$ cat src/rtl/morse_pkg.sv
// -----------------------------------------------------------------------------
// morse_pkg
// Shared types and constants for the Morse keyer: FSM state encoding, symbol
// values and element durations in Morse units, plus two small helpers that
// pick the next valid symbol out of a 5-bit valid mask.
// -----------------------------------------------------------------------------
package morse_pkg;

    typedef enum logic [1:0] {
        IDLE     = 2'd0,
        MARK     = 2'd1,
        GAP      = 2'd2,
        CHAR_GAP = 2'd3
    } state_t;

    localparam logic SYM_PONTO = 1'b0;
    localparam logic SYM_TRACO = 1'b1;

    localparam logic [1:0] DOT_UNITS      = 2'd1;
    localparam logic [1:0] DASH_UNITS     = 2'd3;
    localparam logic [1:0] GAP_UNITS      = 2'd1;
    localparam logic [1:0] CHAR_GAP_UNITS = 2'd3;

    // Highest set mask bit strictly below index 'below' (pass 5 for "any").
    function automatic logic [2:0] next_valid(input logic [4:0] mask,
                                              input logic [2:0] below);
        logic [2:0] idx;
        idx = 3'd0;
        for (int i = 0; i < 5; i++) begin
            if (mask[i] && (i < int'(below))) idx = 3'(i);
        end
        return idx;
    endfunction

    // True when some mask bit below index 'below' is still to be sent.
    function automatic logic has_below(input logic [4:0] mask,
                                       input logic [2:0] below);
        logic found;
        found = 1'b0;
        for (int i = 0; i < 5; i++) begin
            if (mask[i] && (i < int'(below))) found = 1'b1;
        end
        return found;
    endfunction

endpackage

$ cat src/rtl/morse_keyer_if.sv
// -----------------------------------------------------------------------------
// morse_keyer_if
// Character handshake and keyed outputs between a sequencer (master) and the
// keyer (slave).
//   ready      : start strobe, sampled only while the keyer is idle
//   morse      : symbol pattern, 1 = dash, 0 = dot
//   display    : valid mask for the morse bits
//   key        : high while a mark sounds
//   ponto_out  : high during a dot mark
//   traco_out  : high during a dash mark
//   busy       : high while a character is being played
//   done       : one-cycle pulse on the last cycle of the character gap
// -----------------------------------------------------------------------------
interface morse_keyer_if;
    logic       ready;
    logic [4:0] morse;
    logic [4:0] display;
    logic       key;
    logic       ponto_out;
    logic       traco_out;
    logic       busy;
    logic       done;

    modport master (
        output ready, morse, display,
        input  key, ponto_out, traco_out, busy, done
    );

    modport slave (
        input  ready, morse, display,
        output key, ponto_out, traco_out, busy, done
    );
endinterface

$ cat src/rtl/morse_unit_timer.sv
// -----------------------------------------------------------------------------
// morse_unit_timer
// Prescaler producing one unit tick every UNIT_CYCLES clocks after a clear.
//   i_clk       : clock
//   i_reset     : synchronous active-high reset
//   i_clear     : restart the unit from its first cycle
//   o_unit_tick : high on the last cycle of each unit
// -----------------------------------------------------------------------------
module morse_unit_timer #(
    parameter int UNIT_CYCLES = 4
) (
    input  logic i_clk,
    input  logic i_reset,
    input  logic i_clear,
    output logic o_unit_tick
);

    localparam int PW = (UNIT_CYCLES > 1) ? $clog2(UNIT_CYCLES) : 1;
    localparam logic [PW-1:0] TC = PW'(UNIT_CYCLES - 1);

    logic [PW-1:0] r_presc;

    always_ff @(posedge i_clk) begin
        if (i_reset || i_clear) begin
            r_presc <= '0;
        end else if (r_presc == TC) begin
            r_presc <= '0;
        end else begin
            r_presc <= r_presc + 1'b1;
        end
    end

    assign o_unit_tick = (r_presc == TC);

endmodule

$ cat src/rtl/morse_keyer.sv
// -----------------------------------------------------------------------------
// morse_keyer
// Plays one latched Morse character (pattern + valid mask) as a keyed on/off
// signal, MSB symbol first, with standard unit timing.
//   i_clk   : clock
//   i_reset : synchronous active-high reset, overrides everything
//   bus     : morse_keyer_if.slave (ready/morse/display in; key, ponto_out,
//             traco_out, busy, done out)
//
// state    | meaning
// IDLE     | waiting for ready; latches the character on acceptance
// MARK     | key on for 1 (dot) or 3 (dash) units
// GAP      | key off for 1 unit between symbols
// CHAR_GAP | key off for 3 units; done on its last cycle
// -----------------------------------------------------------------------------
module morse_keyer
    import morse_pkg::*;
#(
    parameter int UNIT_CYCLES = 4
) (
    input  logic          i_clk,
    input  logic          i_reset,
    morse_keyer_if.slave  bus
);

    state_t     r_state;
    state_t     w_state_next;
    logic [4:0] r_morse;
    logic [4:0] r_mask;
    logic [2:0] r_idx;
    logic [1:0] r_units;

    logic       w_tick;
    logic       w_clear;
    logic       w_load;
    logic       w_sym;
    logic       w_more;
    logic [1:0] w_target;
    logic       w_unit_done;

    assign w_sym  = r_morse[r_idx];
    assign w_more = has_below(r_mask, r_idx);

    always_comb begin
        w_target = GAP_UNITS;
        case (r_state)
            MARK:     w_target = (w_sym == SYM_TRACO) ? DASH_UNITS : DOT_UNITS;
            GAP:      w_target = GAP_UNITS;
            CHAR_GAP: w_target = CHAR_GAP_UNITS;
            default:  w_target = GAP_UNITS;
        endcase
    end

    assign w_unit_done = w_tick && (r_units == (w_target - 2'd1));

    always_comb begin
        w_state_next = r_state;
        w_load       = 1'b0;
        case (r_state)
            IDLE: begin
                if (bus.ready) begin
                    w_load       = 1'b1;
                    w_state_next = (|bus.display) ? MARK : CHAR_GAP;
                end
            end
            MARK: begin
                if (w_unit_done) w_state_next = w_more ? GAP : CHAR_GAP;
            end
            GAP: begin
                if (w_unit_done) w_state_next = MARK;
            end
            CHAR_GAP: begin
                if (w_unit_done) w_state_next = IDLE;
            end
            default: w_state_next = IDLE;
        endcase
    end

    // Every element starts from a fresh unit; idle keeps the timer parked.
    assign w_clear = (w_state_next != r_state) || (r_state == IDLE);

    morse_unit_timer #(
        .UNIT_CYCLES (UNIT_CYCLES)
    ) u_timer (
        .i_clk       (i_clk),
        .i_reset     (i_reset),
        .i_clear     (w_clear),
        .o_unit_tick (w_tick)
    );

    always_ff @(posedge i_clk) begin
        if (i_reset) begin
            r_state <= IDLE;
            r_morse <= '0;
            r_mask  <= '0;
            r_idx   <= '0;
            r_units <= '0;
        end else begin
            r_state <= w_state_next;
            if (w_load) begin
                r_morse <= bus.morse;
                r_mask  <= bus.display;
                r_idx   <= next_valid(bus.display, 3'd5);
            end else if ((r_state == GAP) && w_unit_done) begin
                r_idx <= next_valid(r_mask, r_idx);
            end
            if (w_clear) begin
                r_units <= '0;
            end else if (w_tick) begin
                r_units <= r_units + 2'd1;
            end
        end
    end

    assign bus.key       = (r_state == MARK);
    assign bus.ponto_out = (r_state == MARK) && (w_sym == SYM_PONTO);
    assign bus.traco_out = (r_state == MARK) && (w_sym == SYM_TRACO);
    assign bus.busy      = (r_state != IDLE);
    assign bus.done      = (r_state == CHAR_GAP) && w_unit_done;

endmodule

$ cat src/flat_wrapper.sv
// flat-port wrapper written by rule: the top's interface ports become plain ports
module morse_keyer_flat import morse_pkg::*;
#(
    parameter int UNIT_CYCLES = 4
)
  (i_clk, i_reset, bus_ready, bus_morse, bus_display, bus_key, bus_ponto_out, bus_traco_out, bus_busy, bus_done);
  morse_keyer_if bus_i ();
  input  logic i_clk;
  input  logic i_reset;
  input wire logic [$bits(bus_i.ready)-1:0] bus_ready;
  input wire logic [$bits(bus_i.morse)-1:0] bus_morse;
  input wire logic [$bits(bus_i.display)-1:0] bus_display;
  output wire logic [$bits(bus_i.key)-1:0] bus_key;
  output wire logic [$bits(bus_i.ponto_out)-1:0] bus_ponto_out;
  output wire logic [$bits(bus_i.traco_out)-1:0] bus_traco_out;
  output wire logic [$bits(bus_i.busy)-1:0] bus_busy;
  output wire logic [$bits(bus_i.done)-1:0] bus_done;
  assign bus_i.ready = bus_ready;
  assign bus_i.morse = bus_morse;
  assign bus_i.display = bus_display;
  assign bus_key = bus_i.key;
  assign bus_ponto_out = bus_i.ponto_out;
  assign bus_traco_out = bus_i.traco_out;
  assign bus_busy = bus_i.busy;
  assign bus_done = bus_i.done;
  morse_keyer #(.UNIT_CYCLES(UNIT_CYCLES)) u_core (.i_clk(i_clk), .i_reset(i_reset), .bus(bus_i));
endmodule
$ cat config.mk
export PLATFORM = sky130hd
export DESIGN_NAME = morse_keyer_flat
export DESIGN_NICKNAME = d
export VERILOG_FILES = /design/src/rtl/morse_pkg.sv /design/src/rtl/morse_keyer_if.sv /design/src/rtl/morse_unit_timer.sv /design/src/rtl/morse_keyer.sv /design/src/flat_wrapper.sv
export SDC_FILE = /design/constraint.sdc
export NUM_CORES = 1
export LEC_CHECK = 0
export CAP_MARGIN = 10
export CORE_MARGIN = 3
export CORE_UTILIZATION = 50
export DETAILED_ROUTE_END_ITERATION = 7
export PLACE_DENSITY = 0.76
export SETUP_SLACK_MARGIN = 0.1
export SYNTH_ARGS = -nofsm -noshare
export SYNTH_HDL_FRONTEND = slang
export SYNTH_SLANG_ARGS = --single-unit
export TNS_END_PERCENT = 10
$ cat constraint.sdc
create_clock -name i_clk -period 2.4 [get_ports i_clk]
set_input_delay 0.36 -clock i_clk [delete_from_list [all_inputs] [get_ports i_clk]]
set_output_delay 0.36 -clock i_clk [all_outputs]
set_load 0.005 [all_outputs]
# After elaboration in Yosys (flattened, before gate mapping)
# Cells that the tools add are included.
[totals]
ff_bits = 19
out_inout_bits = 5
word_cells = 68
[op_classes]
addsub = 3
n_lt_le_gt_ge = 6
eq_ne = 6
muxes = 28
n_bitwise = 1
n_reduce_logical = 18
[op_table]
columns = ["cell", "n"]
rows = [
  ["2-bit two-way mux", 10],
  ["3-bit two-way mux", 4],
  ["1-bit two-way mux", 11],
  ["1-bit logical AND", 10],
  ["2-bit one-hot mux with 4 select lines", 1],
  ["2-bit equality test (second input constant)", 3],
  ["1-bit by 3-bit less-than comparator with 1-bit output (first input constant)", 2],
  ["2-bit by 3-bit less-than comparator with 1-bit output (first input constant)", 2],
  ["5-bit OR reduction", 1],
  ["2-bit by 1-bit adder with 2-bit output (second input constant)", 2],
  ["3-bit by 4-bit less-than comparator with 1-bit output (second input constant)", 1],
  ["2-bit one-hot mux with 2 select lines", 1],
  ["2-bit nonzero test", 2],
  ["2-bit OR reduction", 2],
  ["1-bit binary-select mux with 3-bit select", 1],
  ["3-bit less-than comparator (first input constant)", 1],
  ["2-bit by 1-bit equality test with 1-bit output (second input constant)", 1],
  ["2-bit equality test", 1],
  ["2-bit logical NOT", 1],
  ["1-bit logical OR", 2],
  ["2-bit inequality test", 1],
  ["2-bit by 1-bit subtractor with 2-bit output (second input constant)", 1],
  ["1-bit inverter", 1],
]

# Longest topological paths before layout
# Gate-level depths: netlist (run 1).
[depth]
word_depth = 14
mapped_depth = 6

# Hierarchy
# From an unflattened synthesis (run 1), not the netlist that was laid out.
[hier_totals]
cells_unflattened = 139
area_unflattened_um2 = 1129.8
[modules_own_cells]
columns = ["mod", "instances", "cells_per_inst", "area_each_um2"]
rows = [
  ["morse_keyer", 1, 134, 1049.8],
  ["morse_unit_timer", 1, 5, 80.1],
]

# Worst setup path before layout (run 1)
# Ideal clock, no wire load.
[synth_timing]
path_type = "register to output"
startpoint = "register u_core.r_idx[2]"
endpoint = "output port bus_done"
arrival_time_ns = 1.483
required_time_ns = 2.040
slack_ns = 0.557
path_stages_with_launch = 7
n_path_buf = 1
path_cell_list = "dfxtp_1 > buf_6 > nor2_2 > and3_4 > or4_4 > a21oi_2 > and2_1"
[synth_via]
elab_chain_cells = 8
[synth_rtl]
columns = ["item", "line_no", "source"]
rows = [
  ["from (decl)", "morse_keyer.sv:30", "logic [2:0] r_idx;"],
  ["from (signal assigned)", "morse_keyer.sv:103", "r_idx <= next_valid(bus.display, 3'd5);"],
  ["from (signal assigned)", "morse_keyer.sv:105", "r_idx <= next_valid(r_mask, r_idx);"],
  ["1-bit binary-select mux with 3-bit select", "morse_keyer.sv:41", "assign w_sym = r_morse[r_idx];"],
  ["1-bit two-way mux (implied by the code)", "morse_keyer.sv:41", ""],
  ["2-bit two-way mux", "morse_keyer.sv:47", "MARK: w_target = (w_sym == SYM_TRACO) ? DASH_UNITS : DOT_UNITS;"],
  ["2-bit one-hot mux with 2 select lines", "morse_keyer.sv:46", "case (r_state)"],
  ["2-bit by 1-bit subtractor with 2-bit output", "morse_keyer.sv:54", "assign w_unit_done = w_tick && (r_units == (w_target - 2'd1));"],
  ["2-bit equality test", "morse_keyer.sv:54", ""],
  ["1-bit logical AND", "morse_keyer.sv:54", ""],
  ["1-bit logical AND", "morse_keyer.sv:119", "assign bus.done = (r_state == CHAR_GAP) && w_unit_done;"],
  ["to (decl)", "flat_wrapper.sv:17", "output wire logic [$bits(bus_i.done)-1:0] bus_done;"],
]
# No other way between the ends. The select of a mux whose other input is x is not followed.

# Worst setup path in the final report (run 1)
[layout_timing]
startpoint = "register u_core.r_idx[0]"
endpoint = "output port bus_done"
# Same word-level chain as after synthesis.

==> results of run 1 <==
==> cell families after synthesis <==
group	count (synthesis)	synth area share, %
AO/OA/AOI/OAI	40	24.97
XOR/XNOR	1	0.8486
adder cells (fa/ha/maj)	1	1.212
buffers and inverters	13	6.787
flip-flops	19	36.85
multiplexers	2	1.939
AND/OR/NAND/NOR	58	27.40
==> report_power, final <==
group / total [uW] / switching, uW / internal [uW]
sequential: 360 / 23.4 / 337
combinational: 163 / 80.6 / 82.1
clock: 161 / 96.5 / 64.7
total: 684 / 201 / 484
==> layout make-up <==
class | count | area, um2
Timing Repair Buffer | 26 | 235.2
Clock buffer | 4 | 26.28
Multi-Input combinational cell | 102 | 598.1
Fill cell | 179 | 544.3
Sequential cell | 19 | 389.1
Inverter | 4 | 15.01
Tap cell | 25 | 31.28
==> sequential cells by signal, summed over array words and instances (netlist names) <==
| register | flops |
|---|---|
| u_core.r_morse | 5 |
| u_core.r_state | 2 |
| u_core.r_idx | 3 |
| u_core.r_mask | 5 |
| u_core.u_timer.r_presc | 2 |
| u_core.r_units | 2 |
==> layout by cell type, fill, tap and decap left out, drive strengths merged, types with 3 or more instances in the layout <==
| master | count |
|---|---|
| clkbuf | 5 |
| inv | 4 |
| buf | 9 |
| nand2 | 27 |
| nor2 | 10 |
| o31ai | 3 |
| nor3 | 4 |
| clkdlybuf4s50 | 15 |
| a21oi | 20 |
| dfxtp | 19 |
| a31oi | 3 |
| nand2b | 4 |
==> synthesized netlist by cell type, types with 2 or more instances <==
cell type / count / share of area [%]
nand2_1: 27 / 9.8
a21oi_1: 19 / 9.2
dfxtp_1: 19 / 37
nor2_1: 9 / 3.3
clkbuf_1: 5 / 1.8
inv_1: 4 / 1.5
nand2b_1: 4 / 2.4
nor3_1: 4 / 1.9
a31oi_1: 3 / 1.8
o31ai_1: 3 / 2.2
a211oi_1: 2 / 1.5
and2_1: 2 / 1.2
buf_2: 2 / 0.97
mux2i_1: 2 / 1.9
nor4_1: 2 / 1.2
o211ai_1: 2 / 1.5
o21ai_0: 2 / 0.97
o22ai_1: 2 / 1.2
==> worst max-delay path by stage <==
stage,from,to
after detailed placement,u_core.r_idx[2],bus_done
after global placement,u_core.r_idx[2],bus_done
after CTS,u_core.r_idx[2],bus_done
after floorplan,u_core.r_idx[2],bus_done
final,u_core.r_idx[0],bus_done
after global routing,u_core.r_idx[0],bus_ponto_out
==> routing by layer <==
layer / wire [um] / global-route usage, % / up-vias
li1: - / - / 520
met1: 1216 / 25.99 / 464
met2: 1040 / 32.63 / 23
met3: 102 / 3.790 / 4
met4: 31 / 9.170 / 0
met5: 0 / 0 / -
==> stage by stage <==
step           instances  util [%]  power, uW  area (um2)  worst slack (ns)
2_1_floorplan        134         -      460.7        1032            0.5569
3_3_place_gp         174     66.94      522.6        1231            0.1216
3_5_place_dp         174     66.94      525.2        1231           0.06309
4_1_cts              179     69.66      686.1        1281            0.1190
5_1_grt              180     70.41      725.5        1295           0.08949
6_report             180     70.41      684.1        1295            0.1815
==> repair_timing <==
| item | in CTS | in global routing |
|---|---|---|
| pin swaps | 1 | 2 |
| setup endpoints to repair | 1 | 3 |
| endpoints found under the hold margin | 0 | 0 |
| resized for setup | 7 | 5 |
| cloned | 0 | 0 |
| buffers inserted | 1 | 1 |
==> impl_metrics.yaml, run 1 <==
run_status:
  status: "completed"
critical_path:
  cp_num_cells: 6
  cpMaxStageDelayCell: "or4_4"
  cp-start-kind: "flip-flop"
  cp_num_buf_inv: 1
  worstPathMaxFanout: 4
  r2r_setup_slack_ns: 0.56
  worstPathArrival_ns: 1.86
  worstReg2RegStart: "u_core.r_idx[0]"
  required_ns: 2.04
  worstSetupPathType: "reg2out"
  rr_worst_depth: 8
  worstPathCellList: "mux2i_2 -> o32ai_2 -> or4_4 -> a21oi_4 -> and2_1 -> clkbuf_2"
  end_kind: "output pin"
  crit_family: "simple AND/OR/NAND/NOR gates"
  critPathMaxStageDelay_ns: 0.44
  rr_endpoint: "u_core.r_state[1]"
die:
  ios: 18
  start_util_pct: 56.12
  dieArea_um2: 2646
  num_rows: 15
  dieHeight_um: 51.44
  coreArea_um2: 1839
  die_w_um: 51.44
detailed_routing:
  firstDrtPassIters: 6
  ant_nets: 0
  via_per_inst: 5.617
  totalWireLength_um: 2391
  routedWlPerCell_um: 13.28
  drtIter0Drc: 21
  drc_errors: 0
  vias: 1011
logic_synthesis:
  syn_inst: 134
  synth_fp_nets: 148
  synth-seq-cells: 19
  async_flop_share_pct: 0
  yosysUniqueCellTypes: 39
  yosysSeqAreaShare_pct: 36.85
  netlist_area_um2: 1032
  avgSynthCellArea_um2: 7.703
  synth_ff_type: "dfxtp_1"
  ys_warn_count: 0
  synth-edff-count: 0
timing:
  fin_crit_sh_pct: 92.44
  fin_skew_ns: 0.0004854
  final_max_slew_viol_count: 0
  setup_viol: 0
  period_needed_ns: 2.218
  rsz0062_at_grt: "yes"
  tightest_slew_ns: 0.4354
  finalHoldViolCount: 0
  whs_ns: 0.4335
  slew_headroom_pct: 70.86
  setup_tns_ns: 0
  fmax_mhz: 450.8
global_route:
  grt_pass1_vias: 961
  grt_max_degree: 12
  grt_first_pass_wirelength_um: 4043
  antenna_found_initial: 0
  grtUsageTotal_pct: 20.26
  grt_overflow: 0
hold_path:
  hp-class: "reg2reg"
  hp-start: "u_core.u_timer.r_presc[0]"
  min_to: "u_core.u_timer.r_presc[0]"
  min_path_cells: 1
pwr:
  leakage_uw: 0.0004863
  p_per_area_nw_per_um2: 528.3
  vdd_drop_max_uv: 438.7
cts:
  postCtsHoldBufs: 0
  cts_inserted_buffers: 3
  root_buffer: "clkbuf_4"
  path_clk_slew_ns: 0.10
  clk_latency_ns: 0.29
  cts_sinks: 19
  max-clock-path-buffers: 2
  tritoncts: "built"
  htreeDepth: 1
job:
  max_cap_viol_count: 0
placement:
  hpwl_um: 1780
  place_congestion: 0.8565
  port-buffer-count: 17
layout:
  final_nets: 170
  drive_gt1_share_pct: 15.48
  diodes: 0
  syn_to_final_growth_pct: 25.45
Note: power is estimated with default switching activity, not from simulation.
==> inputs of run 2 (changes only) <==
PLACE_DENSITY = default   (was 0.76)
PLACE_DENSITY_LB_ADDON = 0.05   (was default)
clock period = 2.1 ns   (was 2.4 ns; I/O delays follow)
==> impl_metrics.yaml, run 2 (synthesis results as in run 1) <==
run_status:
  status: "finished, violations left"
  violations: "negative setup slack"
timing:
  setup_viol: 1
  finalHoldViolCount: 0
  fin_crit_sh_pct: 102.0
  rsz0062_at_grt: "yes"
  setup_slack_ns: -0.04270
  tightest_slew_ns: 0.4200
  slew_headroom_pct: 71.90
  final_max_slew_viol_count: 0
  fmax_mhz: 466.7
  period_needed_ns: 2.143
  fin_skew_ns: 0.005042
cts:
  htreeDepth: 1
  root_buffer: "clkbuf_4"
  tritoncts: "built"
  max-clock-path-buffers: 2
  path_clk_slew_ns: 0.12
  cts_sinks: 19
  clk_latency_ns: 0.31
  postCtsHoldBufs: 0
  cts_inserted_buffers: 3
detailed_routing:
  vias: 1033
  wl_met2_um: 1164
  ant_nets: 0
  drtIter0Drc: 19
  totalWireLength_um: 2543
  routedWlPerCell_um: 13.53
  firstDrtPassIters: 4
  wl_met1_um: 1216
  via_per_inst: 5.495
  drc_errors: 0
  dr_wl_met3_um: 130
  top_layer_used: "met4"
global_route:
  grtUsageTotal_pct: 21.76
  grt_pass1_vias: 959
  grt_max_degree: 12
  antenna_found_initial: 0
  grt_overflow: 0
  grt_first_pass_wirelength_um: 4284
critical_path:
  cp-start-kind: "flip-flop"
  required_ns: 1.78
  end_kind: "output pin"
  worstPathArrival_ns: 1.83
  worstPathMaxFanout: 3
  worstSetupPathType: "reg2out"
layout:
  diodes: 0
  drive_gt1_share_pct: 20.25
  ff_latch_area_um2: 386.6
  reg.largest.list: "u_core.r_mask x5, u_core.r_morse x5, u_core.r_idx x3"
  syn_to_final_growth_pct: 29.45
  multi_input_area_um2: 585.6
  layout_common_cells: "27 x nand2_1, 19 x a21oi_1, 16 x buf_4, 16 x dfxtp_1, 14 x clkdlybuf4s50_1"
  fillers: 177
  final_nets: 178
  layout_commonest_cell: "nand2_1"
  finish.utilization_pct: 72.65
die:
  dieArea_um2: 2646
  ios: 18
  coreArea_um2: 1839
  start_util_pct: 56.12
  die_w_um: 51.44
  num_rows: 15
  dieHeight_um: 51.44
pwr:
  vdd_drop_max_uv: 458.3
  p_per_area_nw_per_um2: 600.4
  leakage_uw: 0.0005224
  total_power_uw: 802.4
hold_path:
  hp-class: "reg2reg"
placement:
  port-buffer-count: 17
  place_congestion: 0.8926
  hpwl_um: 1968
job:
  max_cap_viol_count: 0
## run 2: cell types whose count changed in the layout (fill, tap and decap cells not counted), sizes merged
cell           delta
buf              +10
clkbuf            -2
clkdlybuf4s50     -1
clkinv            +1
dlygate4sd2       +1
dlymetal6s2s      -1
## run 2: final timing paths
path,start,endpoint,slack (ns),cells past startpoint
worst max-delay path,u_core.r_idx[2],bus_done,-0.04,6
worst min register to register,u_core.u_timer.r_presc[0],u_core.u_timer.r_presc[0],0.44,1
worst min-delay path,u_core.u_timer.r_presc[0],u_core.u_timer.r_presc[0],0.44,1
worst max register to register,u_core.r_idx[2],u_core.r_state[1],0.26,8
## run 2: routing by layer
layer  track usage, %  vias up
met5                0        -
met3            2.041        4
li1                 -      535
met1            29.16      464
met4            13.10        0
met2            33.47       30
## run 2: worst max-delay path: stages, from the launching register on
cell     delay (ns)
dfxtp_4        0.38
mux2i_2        0.23
o32ai_2        0.11
or4_4          0.42
a21oi_2        0.16
and2_1         0.12
buf_2          0.10
## run 2: where the power goes
| part | internal (uW) | leakage [uW] | switching (uW) |
|---|---|---|---|
| clock | 71.1 | 0.0000177 | 123 |
| sequential | 385 | 0.000156 | 24.4 |
| combinational | 101 | 0.000348 | 96.6 |
## run 2: area by class of cell
class                      count  area share [%]
tap                           25           2.341
inverter                       4           1.124
timing repair buffer          34           21.72
clock buffer                   3           1.685
multi-input combinational    102           43.82
clock inverter                 1          0.3745
sequential                    19           28.93
## run 2: repair_timing
item,CTS,global route
hold endpoints to repair,0,0
pin swaps,5,5
gates resized for setup,11,4
setup buffers,1,1
setup endpoints to repair,3,5
## run 2: metrics by stage
step                      setup slack [ns]  TNS (ns)  hold slack [ns]  cell area (um2)  instances
after floorplan                     0.3019         0           0.4053             1032        134
after global placement            -0.09771  -0.09771           0.4132             1291        182
after detailed placement           -0.1635   -0.1635           0.4286             1291        182
after CTS                          -0.1305   -0.1305           0.4454             1320        187
after global routing               -0.1159   -0.1602           0.4708             1336        188
final                             -0.04270  -0.04270           0.4428             1336        188
==> inputs of run 3 (changes only) <==
ABC_AREA = 1   (was default)
CTS_BUF_LIST = sky130_fd_sc_hd__clkbuf_8   (was default)
==> impl_metrics.yaml, run 3 <==
logic_synthesis:
  avgSynthCellArea_um2: 7.498
  yosysTopAreaCell: "dfxtp_1"
  muxShareOfSynthArea_pct: 0
  synthXorXnorAreaFrac_pct: 0
  yosys-top-cells-area: "dfxtp_1 37%, nand2_1 7.4%, a21oi_1 6.4%"
  netlist_area_um2: 1020
  syn_inst: 136
  synth_commonest_cells: "20 x nand2_1, 19 x dfxtp_1, 17 x inv_1, 13 x a21oi_1, 13 x nor2_1"
  yosysSeqAreaShare_pct: 37.30
  synth_ff_type: "dfxtp_1"
  synth_top_family_by_area: "simple AND/OR/NAND/NOR gates"
  synth-edff-count: 0
  yosysUniqueCellTypes: 28
  synth_compound_area_share_pct: 16.81
  async_flop_share_pct: 0
  ys_warn_count: 0
  synth_top_area_share_pct: 37.30
  synth-seq-cells: 19
  synth-simple-area-share_pct: 35.34
  synth_fa_ha_area_share_pct: 1.227
  synth_fp_nets: 150
  synth.most_common_cell: "nand2_1"
timing:
  slew_headroom_pct: 69.91
  period_needed_ns: 1.921
  rsz0062_at_grt: "yes"
  fin_skew_ns: 0.006045
  finalHoldViolCount: 0
  fin_crit_sh_pct: 91.46
  whs_ns: 0.4466
  final_max_slew_viol_count: 0
  setup_slack_ns: 0.1794
  fmax_mhz: 520.7
  setup_tns_ns: 0
  setup_viol: 0
  tightest_slew_ns: 0.4489
detailed_routing:
  vias: 932
  drc_errors: 0
  routedWlPerCell_um: 11.96
  drtIter0Drc: 16
  totalWireLength_um: 2201
  ant_nets: 0
  firstDrtPassIters: 4
  via_per_inst: 5.065
critical_path:
  end_kind: "output pin"
  worstPathArrival_ns: 1.61
  r2r_setup_slack_ns: 0.60
  cp-start-kind: "flip-flop"
  cpMostUsedCell: "nand3_1"
  critPathMaxStageDelay_ns: 0.49
  worstPathCellList: "nor2_2 -> nand3_1 -> nand3_1 -> nand2_1 -> inv_1 -> clkdlybuf4s50_1"
  cpMaxStageDelayCell: "clkdlybuf4s50_1"
  worstPathMaxFanout: 5
  worstSetupPathType: "reg2out"
  required_ns: 1.78
  rr_worst_depth: 6
pwr:
  total_power_uw: 1047
  switching_share_pct: 33.31
  leakage_uw: 0.0005385
  p_switching_uw: 348.6
  p_per_area_nw_per_um2: 809.7
  vdd_drop_max_uv: 653.9
  intPower_uw: 697.9
  clock_power_share_pct: 24.4
  power_frac_seq_pct: 43.4
  combPwrFrac_pct: 32.2
die:
  die_w_um: 51.16
  num_rows: 15
  coreArea_um2: 1821
  dieHeight_um: 51.16
  dieArea_um2: 2617
  start_util_pct: 56.01
  ios: 18
layout:
  reg.largest.list: "u_core.r_mask x5, u_core.r_morse x5, u_core.r_idx x3"
  ff_latch_area_um2: 385.4
  final_nets: 174
  finish.utilization_pct: 71.00
  layout_commonest_cell: "nand2_1"
  diodes: 0
  fillers: 167
  drive_gt1_share_pct: 20.75
  layout_common_cells: "20 x nand2_1, 17 x inv_1, 16 x clkdlybuf4s50_1"
  syn_to_final_growth_pct: 26.75
  multi_input_area_um2: 549.3
placement:
  pre_cts_ws_ns: 0.1856
  place_congestion: 0.8401
  port-buffer-count: 17
  hpwl_um: 1649
global_route:
  grtUsageTotal_pct: 20.36
  grt_overflow: 0
  grt_max_degree: 16
  grt_first_pass_wirelength_um: 3898
  grt_pass1_vias: 914
  antenna_found_initial: 0
job:
  max_cap_viol_count: 0
run_status:
  status: "completed"
cts:
  root_buffer: "clkbuf_8"
  tritoncts: "built"
  path_clk_slew_ns: 0.07
  max-clock-path-buffers: 2
  clk_latency_ns: 0.26
  cts_inserted_buffers: 3
  cts_sinks: 19
  htreeDepth: 1
hold_path:
  hp-class: "reg2reg"
  min_path_cells: 1
==> run 3: final timing paths <==
| kind | end | from |
|---|---|---|
| setup / recovery | bus_traco_out | u_core.r_idx[0] |
| hold / removal | u_core.u_timer.r_presc[0] | u_core.u_timer.r_presc[0] |
| setup reg to reg | u_core.r_idx[2] | u_core.u_timer.r_presc[0] |
| hold reg to reg | u_core.u_timer.r_presc[0] | u_core.u_timer.r_presc[0] |
==> run 3: layer usage <==
metal  global-route usage, %  up-vias  routed length, um
met5                       0        -                  0
met4                   12.11        0                 51
met3                   4.373        4                106
met2                   32.40       21                988
met1                   25.00      409               1055
li1                        -      498                  -
==> run 3: timing repair <==
action,in CTS,in global routing
gates resized for setup,7,1
pin swaps,3,0
hold buffers,0,0
setup endpoints to repair,1,3
setup buffers,1,0
==> run 3: cells by family (layout without fill, tap and decap cells) <==
| group | after synthesis | after routing |
|---|---|---|
| and+or+nand+nor | 61 | 61 |
| AOI/OAI and AO/OA | 32 | 32 |
| buffers and inverters | 23 | 46 |
| DFF | 19 | 19 |
| adders and majority gates | 1 | 1 |
==> run 3: through the flow <==
stage	instance area [um2]	std cells
after global routing	1292	184
after CTS	1292	184
after global placement	1231	179
after floorplan	1020	136
final	1292	184
after detailed placement	1231	179
==> run 3: cell type report <==
class / instances / share of cell area (%)
multi-input combinational: 94 / 42.50
sequential: 19 / 29.82
timing repair buffer: 22 / 15.97
inverter: 20 / 5.808
clock buffer: 3 / 3.195
tap: 25 / 2.420
clock inverter: 1 / 0.2904
==> run 3: power groups by stage <==
stage                     combinational [uW]  sequential, uW  clock [uW]
after floorplan                          230             445           0
after CTS                                337             452         259
after global placement                   322             454           0
after detailed placement                 326             456           0
final                                    337             454         255
after global routing                     380             458         279
==> run 3: critical path, delay by kind of cell (launching register included) <==
kind | cells | cell delay (ns)
buffers and inverters | 2 | 0.54
flip-flops | 1 | 0.35
AND/OR/NAND/NOR | 4 | 0.45
